File: config.mk
export PLATFORM = sky130hd
export DESIGN_NAME = uart_rx_frame_fifo
export DESIGN_NICKNAME = d
export VERILOG_FILES = /design/src/rtl/uart_pkg.sv /design/src/rtl/uart_rx_fifo.sv /design/src/rtl/uart_rx_frame_fifo.sv
export SDC_FILE = /design/constraint.sdc
export NUM_CORES = 1
export LEC_CHECK = 0
export CAP_MARGIN = 10
export CORE_MARGIN = 2
export CORE_UTILIZATION = 45
export CTS_CLUSTER_SIZE = 25
export DETAILED_ROUTE_END_ITERATION = 12
export GPL_ROUTABILITY_DRIVEN = 0
export PLACE_DENSITY = 0.61
export SLEW_MARGIN = 0
export SYNTH_ARGS = -nofsm -noshare
export SYNTH_HDL_FRONTEND = slang
export SYNTH_SLANG_ARGS = --single-unit
File: constraint.sdc
create_clock -name Clk -period 2.6 [get_ports Clk]
set_input_delay 0.39 -clock Clk [delete_from_list [all_inputs] [get_ports Clk]]
set_output_delay 0.39 -clock Clk [all_outputs]
set_load 0.01 [all_outputs]
File: src/rtl/uart_pkg.sv
// Shared types and helpers for the UART receiver with output FIFO.
package uart_pkg;

    // Receiver frame-tracking states.
    typedef enum logic [2:0] {
        ST_IDLE   = 3'd0,
        ST_START  = 3'd1,
        ST_DATA   = 3'd2,
        ST_PARITY = 3'd3,
        ST_STOP   = 3'd4
    } rx_state_e;

    // Two-out-of-three vote used to reject single-sample line noise.
    function automatic logic majority3(input logic a, input logic b, input logic c);
        return (a & b) | (a & c) | (b & c);
    endfunction

endpackage

File: src/rtl/uart_rx_fifo.sv
// Small synchronous FIFO holding received words with their error flags.
// A pop and a push in the same cycle are both honoured, even when full.
module uart_rx_fifo #(
    parameter int WIDTH = 10,
    parameter int DEPTH = 4
) (
    input  logic             clk,
    input  logic             rst_n,
    input  logic             push_i,
    input  logic [WIDTH-1:0] push_data_i,
    input  logic             pop_i,
    output logic [WIDTH-1:0] head_o,
    output logic             full_o,
    output logic             empty_o
);

    localparam int AW = $clog2(DEPTH);
    localparam int CW = AW + 1;
    localparam logic [CW-1:0] FULL_CNT = CW'(DEPTH);

    logic [WIDTH-1:0] mem_q [DEPTH];
    logic [AW-1:0]    wr_ptr_q;
    logic [AW-1:0]    rd_ptr_q;
    logic [CW-1:0]    count_q;
    logic             do_pop;
    logic             do_push;

    assign empty_o = (count_q == '0);
    assign full_o  = (count_q == FULL_CNT);

    // A pop frees a slot in the same cycle, so a push into a full FIFO succeeds alongside it.
    assign do_pop  = pop_i & ~empty_o;
    assign do_push = push_i & (~full_o | do_pop);

    // Head word is forced to zero while empty so stale storage never shows on the outputs.
    assign head_o = empty_o ? '0 : mem_q[rd_ptr_q];

    // Storage write on an accepted push.
    // NOTE: the data array has no reset; validity is tracked by count_q alone.
    always_ff @(posedge clk) begin
        if (do_push) begin
            mem_q[wr_ptr_q] <= push_data_i;
        end
    end

    // Pointer and occupancy bookkeeping; pointers wrap naturally at a power-of-two depth.
    always_ff @(posedge clk or negedge rst_n) begin
        if (!rst_n) begin
            wr_ptr_q <= '0;
            rd_ptr_q <= '0;
            count_q  <= '0;
        end else begin
            if (do_push) begin
                wr_ptr_q <= wr_ptr_q + 1'b1;
            end
            if (do_pop) begin
                rd_ptr_q <= rd_ptr_q + 1'b1;
            end
            unique case ({do_push, do_pop})
                2'b10:   count_q <= count_q + 1'b1;
                2'b01:   count_q <= count_q - 1'b1;
                default: ;
            endcase
        end
    end

endmodule

File: src/rtl/uart_rx_frame_fifo.sv
// Oversampled UART receiver with majority-voted bit capture, optional parity,
// one or two stop bits, and an output FIFO with valid/ready handshake.
module uart_rx_frame_fifo
    import uart_pkg::*;
#(
    parameter int DATA_MAX   = 8,
    parameter int OVERSAMPLE = 16,
    parameter int FIFO_DEPTH = 4
) (
    input  logic                Clk,
    input  logic                Rst_n,
    input  logic                RxEn,
    input  logic                Rx,
    input  logic                Tick,
    input  logic [3:0]          NBits,
    input  logic                ParityEn,
    input  logic                ParityOdd,
    input  logic                TwoStop,
    output logic [DATA_MAX-1:0] RxData,
    output logic                RxParErr,
    output logic                RxFrmErr,
    output logic                RxValid,
    input  logic                RxReady,
    output logic                Overrun,
    output logic                Busy
);

    localparam int SCW = $clog2(OVERSAMPLE);
    localparam int MID = OVERSAMPLE / 2;
    localparam int FW  = DATA_MAX + 2;

    // Sample-counter positions: two early samples, the voting sample, and the bit boundary.
    localparam logic [SCW-1:0] SC_PRE  = SCW'(MID - 1);
    localparam logic [SCW-1:0] SC_MID  = SCW'(MID);
    localparam logic [SCW-1:0] SC_VOTE = SCW'(MID + 1);
    localparam logic [SCW-1:0] SC_LAST = SCW'(OVERSAMPLE - 1);
    localparam logic [3:0]     NB_MIN  = 4'd5;
    localparam logic [3:0]     NB_MAX  = 4'(DATA_MAX);

    // Line synchroniser.
    logic rx_meta_q;
    logic rx_sync_q;

    // Frame FSM and datapath state.
    rx_state_e           state_q,    state_d;
    logic [SCW-1:0]      sc_q,       sc_d;
    logic [3:0]          bit_cnt_q,  bit_cnt_d;
    logic [3:0]          nbits_q,    nbits_d;
    logic                par_en_q,   par_en_d;
    logic                par_odd_q,  par_odd_d;
    logic                two_stop_q, two_stop_d;
    logic [DATA_MAX-1:0] shreg_q,    shreg_d;
    logic [1:0]          samp_q,     samp_d;
    logic                par_err_q,  par_err_d;
    logic                frm_err_q,  frm_err_d;
    logic                stop2_q,    stop2_d;
    logic                armed_q,    armed_d;
    logic                overrun_q;

    // Per-cycle decode.
    logic                vote;
    logic                vote_tick;
    logic                bit_end;
    logic [3:0]          nbits_eff;
    logic [DATA_MAX-1:0] data_rj;
    logic                push;
    logic [FW-1:0]       push_word;

    // FIFO interface.
    logic [FW-1:0]       fifo_head;
    logic                fifo_full;
    logic                fifo_empty;
    logic                pop_fire;

    // Two-flop synchroniser; resets to the idle (high) line level.
    // NOTE: flops use non-blocking assignments so each stage samples the previous value.
    always_ff @(posedge Clk or negedge Rst_n) begin
        if (!Rst_n) begin
            rx_meta_q <= 1'b1;
            rx_sync_q <= 1'b1;
        end else begin
            rx_meta_q <= Rx;
            rx_sync_q <= rx_meta_q;
        end
    end

    // Out-of-range bit counts fall back to the widest supported frame.
    assign nbits_eff = (NBits < NB_MIN || NBits > NB_MAX) ? NB_MAX : NBits;

    // Vote once per bit from the samples either side of mid-bit plus the current one.
    assign vote      = majority3(samp_q[0], samp_q[1], rx_sync_q);
    assign vote_tick = Tick && (sc_q == SC_VOTE);
    assign bit_end   = Tick && (sc_q == SC_LAST);

    // Shifted-in bits collect at the top of shreg_q; move them down to bit 0.
    assign data_rj   = shreg_q >> (NB_MAX - nbits_q);

    // The final stop-bit vote is folded in here because the push happens in the voting cycle.
    assign push_word = {frm_err_q | ~vote, par_err_q, data_rj};

    // Frame FSM next-state, sample capture and error accumulation.
    // NOTE: every _d gets its hold value first so no path leaves a latch behind.
    always_comb begin
        state_d    = state_q;
        sc_d       = sc_q;
        bit_cnt_d  = bit_cnt_q;
        nbits_d    = nbits_q;
        par_en_d   = par_en_q;
        par_odd_d  = par_odd_q;
        two_stop_d = two_stop_q;
        shreg_d    = shreg_q;
        samp_d     = samp_q;
        par_err_d  = par_err_q;
        frm_err_d  = frm_err_q;
        stop2_d    = stop2_q;
        armed_d    = armed_q;
        push       = 1'b0;

        if (state_q != ST_IDLE && Tick) begin
            sc_d = (sc_q == SC_LAST) ? '0 : sc_q + 1'b1;
            if (sc_q == SC_PRE) begin
                samp_d[0] = rx_sync_q;
            end
            if (sc_q == SC_MID) begin
                samp_d[1] = rx_sync_q;
            end
        end

        unique case (state_q)
            ST_IDLE: begin
                sc_d = '0;
                // A start edge only counts once the line has been seen high.
                if (rx_sync_q) begin
                    armed_d = 1'b1;
                end
                if (Tick && RxEn && !rx_sync_q && armed_q) begin
                    state_d    = ST_START;
                    sc_d       = SCW'(1);
                    armed_d    = 1'b0;
                    nbits_d    = nbits_eff;
                    par_en_d   = ParityEn;
                    par_odd_d  = ParityOdd;
                    two_stop_d = TwoStop;
                    shreg_d    = '0;
                    bit_cnt_d  = '0;
                    par_err_d  = 1'b0;
                    frm_err_d  = 1'b0;
                    stop2_d    = 1'b0;
                end
            end

            ST_START: begin
                if (vote_tick && vote) begin
                    state_d = ST_IDLE;
                end else if (bit_end) begin
                    state_d   = ST_DATA;
                    bit_cnt_d = '0;
                end
            end

            ST_DATA: begin
                if (vote_tick) begin
                    shreg_d = {vote, shreg_q[DATA_MAX-1:1]};
                end
                if (bit_end) begin
                    if (bit_cnt_q == nbits_q - 4'd1) begin
                        bit_cnt_d = '0;
                        state_d   = par_en_q ? ST_PARITY : ST_STOP;
                    end else begin
                        bit_cnt_d = bit_cnt_q + 4'd1;
                    end
                end
            end

            ST_PARITY: begin
                if (vote_tick) begin
                    par_err_d = ((^shreg_q) ^ vote) != par_odd_q;
                end
                if (bit_end) begin
                    state_d = ST_STOP;
                end
            end

            ST_STOP: begin
                if (vote_tick) begin
                    frm_err_d = frm_err_q | ~vote;
                    if (!two_stop_q || stop2_q) begin
                        push    = 1'b1;
                        state_d = ST_IDLE;
                    end
                end else if (bit_end) begin
                    stop2_d = 1'b1;
                end
            end

            default: begin
                state_d = ST_IDLE;
            end
        endcase

        // Disabling the receiver discards any partial frame immediately.
        if (!RxEn) begin
            state_d = ST_IDLE;
            sc_d    = '0;
            push    = 1'b0;
        end
    end

    // Frame FSM and datapath registers.
    always_ff @(posedge Clk or negedge Rst_n) begin
        if (!Rst_n) begin
            state_q    <= ST_IDLE;
            sc_q       <= '0;
            bit_cnt_q  <= '0;
            nbits_q    <= '0;
            par_en_q   <= 1'b0;
            par_odd_q  <= 1'b0;
            two_stop_q <= 1'b0;
            shreg_q    <= '0;
            samp_q     <= '0;
            par_err_q  <= 1'b0;
            frm_err_q  <= 1'b0;
            stop2_q    <= 1'b0;
            armed_q    <= 1'b0;
        end else begin
            state_q    <= state_d;
            sc_q       <= sc_d;
            bit_cnt_q  <= bit_cnt_d;
            nbits_q    <= nbits_d;
            par_en_q   <= par_en_d;
            par_odd_q  <= par_odd_d;
            two_stop_q <= two_stop_d;
            shreg_q    <= shreg_d;
            samp_q     <= samp_d;
            par_err_q  <= par_err_d;
            frm_err_q  <= frm_err_d;
            stop2_q    <= stop2_d;
            armed_q    <= armed_d;
        end
    end

    assign pop_fire = RxReady & ~fifo_empty;

    // Flag a completed frame that found no room; a same-cycle pop makes room instead.
    always_ff @(posedge Clk or negedge Rst_n) begin
        if (!Rst_n) begin
            overrun_q <= 1'b0;
        end else begin
            overrun_q <= push & fifo_full & ~pop_fire;
        end
    end

    uart_rx_fifo #(
        .WIDTH (FW),
        .DEPTH (FIFO_DEPTH)
    ) u_fifo (
        .clk         (Clk),
        .rst_n       (Rst_n),
        .push_i      (push),
        .push_data_i (push_word),
        .pop_i       (RxReady),
        .head_o      (fifo_head),
        .full_o      (fifo_full),
        .empty_o     (fifo_empty)
    );

    assign RxData   = fifo_head[DATA_MAX-1:0];
    assign RxParErr = fifo_head[DATA_MAX];
    assign RxFrmErr = fifo_head[DATA_MAX+1];
    assign RxValid  = ~fifo_empty;
    assign Overrun  = overrun_q;
    assign Busy     = (state_q != ST_IDLE);

endmodule

==> flow_summary.yaml <==
clock_tree:
  cts_tree: "built"
  clock_latency_ns: 0.35
  clock_path_buffers: 2
  cts_root_buf: "clkbuf_8"
  clkSinkCount: 82
  cts_max_level: 3
  clk_pin_slew_ns: 0.09
  cts_made_buffers: 9
pwr:
  p_comb_share_pct: 36.4
  p_per_area_nw_per_um2: 896
  peakVddDrop_mv: 0.524
  power_mw: 4.27
  p_leak_nw: 1.80
  p_int_mw: 2.80
  switching_share_pct: 34.3
  clockPowerShare_pct: 21.8
  seq_power_share_pct: 41.8
  p_sw_mw: 1.46
final_layout:
  finalNetCount: 403
  utilization_pct: 54.1
  syn_to_final_growth_pct: 15.3
  antenna_cells: 0
  fin_cells: 491
  filler_cell_count: 766
  layout_common_cells: "dfrtp_1, edfxtp_1, nand2_1"
  fin_area_um2: 4770
  drive_above_1_share_pct: 17.0
logic_synthesis:
  synth_compound_area_share_pct: 7.14
  synthAdderAreaFrac_pct: 4.06
  yosysTopAreaCellShare_pct: 29.1
  synth-async-reset-ratio_pct: 51.2
  syn_inst: 338
  yosysWarnings: 0
  ys_types: 52
  synth.avg_cell_area_um2: 12.2
  syn_area_um2: 4130
  synth_edf_count: 40
  syn_nets: 363
  yosysTopAreaCell: "edfxtp_1"
  synth_mux_area_share_pct: 10.2
  ys.flop_type: "edfxtp_1"
  synth-simple-area-share_pct: 15.0
  synth_top_family_by_area: "simple AND/OR/NAND/NOR gates"
  synth.area.top_cells: "edfxtp_1, dfrtp_1, mux4_2"
  synth_xor_area_share_pct: 5.08
  ys_ff_latch: 82
  synth_seq_area_share_pct: 54.5
critical_path:
  r2r-start: "u_fifo.count_q[1]"
  crit_path_end_kind: "primary output"
  rr_endpoint: "u_fifo.count_q[2]"
  criticalPathCategory: "flop to primary output"
  worstPathRequired_ns: 2.21
  path_max_fanout: 12
  reg2regPathDepth: 9
  crit_path_start_kind: "flop"
  crit_arrival_ns: 2.05
  rrSetupSlack_ns: 0.22
floorplan:
  die-height_um: 99.8
  io-pin-count: 26
  die_x_um: 99.8
  die_area_um2: 9970
  fp.coreArea_um2: 8810
  start_util_pct: 46.9
  num_rows: 34
global_route:
  grt_max_degree: 42
  grt.total_usage_pct: 16.0
  gr-total-overflow: 0
  grt_pass1_wl_um: 12500
  antenna_found_initial: 0
  grt_pass1_vias: 2580
placed_design:
  dpl.hpwl_um: 5120
  place_area_um2: 4560
  port_buffers: 25
  place_inst: 475
  dp_slack_ns: -0.131
sta:
  hold_ws_ns: 0.171
  clock_skew_ns: 0.0121
  setup_tns_ns: 0
  setup_viol: 0
  rsz0062_at_grt: "false"
  slew_violations: 0
  relSlewSlack_pct: 37.5
  fin_crit_sh_pct: 93.7
  worst_pin_slew_ns: 0.938
  setup_ws_ns: 0.165
  fmax_mhz: 411
  min_period_ns: 2.44
  hold_viol: 0
hold_path:
  holdCritPathClass: "input port to asynchronous set/reset pin"
routing:
  dr.max_layer_used: "met4"
  wl_per_cell_um: 14.6
  ant_nets: 0
  wirelength_um: 7170
  drt_pre_antenna_iters: 4
  wl_met2_um: 3410
  vias: 2548
  drt-initial-drc-count: 92
  routed_via_density: 5.19
  drcViolationCount: 0
  met3_length_um: 134
  wl_met1_um: 3510
run:
  max-cap-violations: 0
run_status:
  outcome: "finished clean"
[layout make-up]
cell class                 count  area, µm²  area share [%]
timing repair buffer          42        377            7.90
sequential                    82       2250            47.3
tap                          108        135            2.84
multi-input combinational    220       1710            35.9
inverter                      23       86.3            1.81
clock buffer                   9        124            2.60
clock inverter                 7       76.3            1.60
[synthesized netlist by cell type (3+ instances only)]
library cell	instances
dfrtp_1	40
edfxtp_1	40
nand2_1	26
inv_1	23
nor2_1	23
nand3_1	20
o21ai_0	18
xnor2_1	18
and2_1	15
mux4_2	14
ha_1	11
a21oi_1	10
mux2i_1	6
xor2_1	6
nor2b_1	5
buf_2	4
clkbuf_1	4
mux2_2	4
nor3_1	4
buf_4	3
nand2b_1	3
o22ai_1	3
[critical path, cell delays in order (launching register included)]
cell,delay [ns]
dfrtp_1,0.35
buf_6,0.19
mux4_2,0.52
and2_1,0.17
clkdlybuf4s50_1,0.47
[sequential cells by signal, indices dropped and copies added, names as in the netlist, 3 cells and up]
name,count
bit_cnt_q,4
nbits_q,4
sc_q,4
shreg_q,8
state_q,3
u_fifo.count_q,3
u_fifo.mem_q,40
[logic make-up after synthesis]
group / after synthesis
AOI/OAI and AO/OA: 44
DFF: 82
buffers and inverters: 36
muxes: 24
adders and majority gates: 13
and+or+nand+nor: 115
xor gates and xnor gates: 24
[worst max path at each step]
stage	startpoint	to	slack, ns	cells after the start
6_report	u_fifo.rd_ptr_q[0]	RxParErr	0.16	4
5_1_grt	u_fifo.rd_ptr_q[0]	RxParErr	0.05	4
4_1_cts	u_fifo.rd_ptr_q[0]	RxParErr	0.08	4
3_5_place_dp	RxReady	u_fifo.count_q[2]	-0.13	10
3_3_place_gp	RxReady	u_fifo.count_q[2]	-0.07	10
2_1_floorplan	u_fifo.count_q[1]	u_fifo.count_q[2]	0.31	9
[what timing repair did]
action,CTS,global route
setup buffers,0,0
resized for setup,0,1
hold buffers,0,0
endpoints found under the setup margin,0,1
[power by group through the flow]
stage | Clock, mW | Combinational, mW | Sequential, mW
5_1_grt | 1.02 | 1.76 | 1.82
3_3_place_gp | 0 | 1.55 | 1.81
6_report | 0.931 | 1.55 | 1.78
3_5_place_dp | 0 | 1.57 | 1.81
4_1_cts | 0.960 | 1.58 | 1.79
2_1_floorplan | 0 | 1.25 | 1.75
[metal layers]
| layer | global-route usage (%) | vias to the layer above |
|---|---|---|
| met1 | 21.9 | 1233 |
| met4 | 6.64 | 0 |
| met5 | 0 | - |
| li1 | - | 1276 |
| met2 | 25.8 | 30 |
| met3 | 2.30 | 9 |
Power figures use the tool's default switching activity.
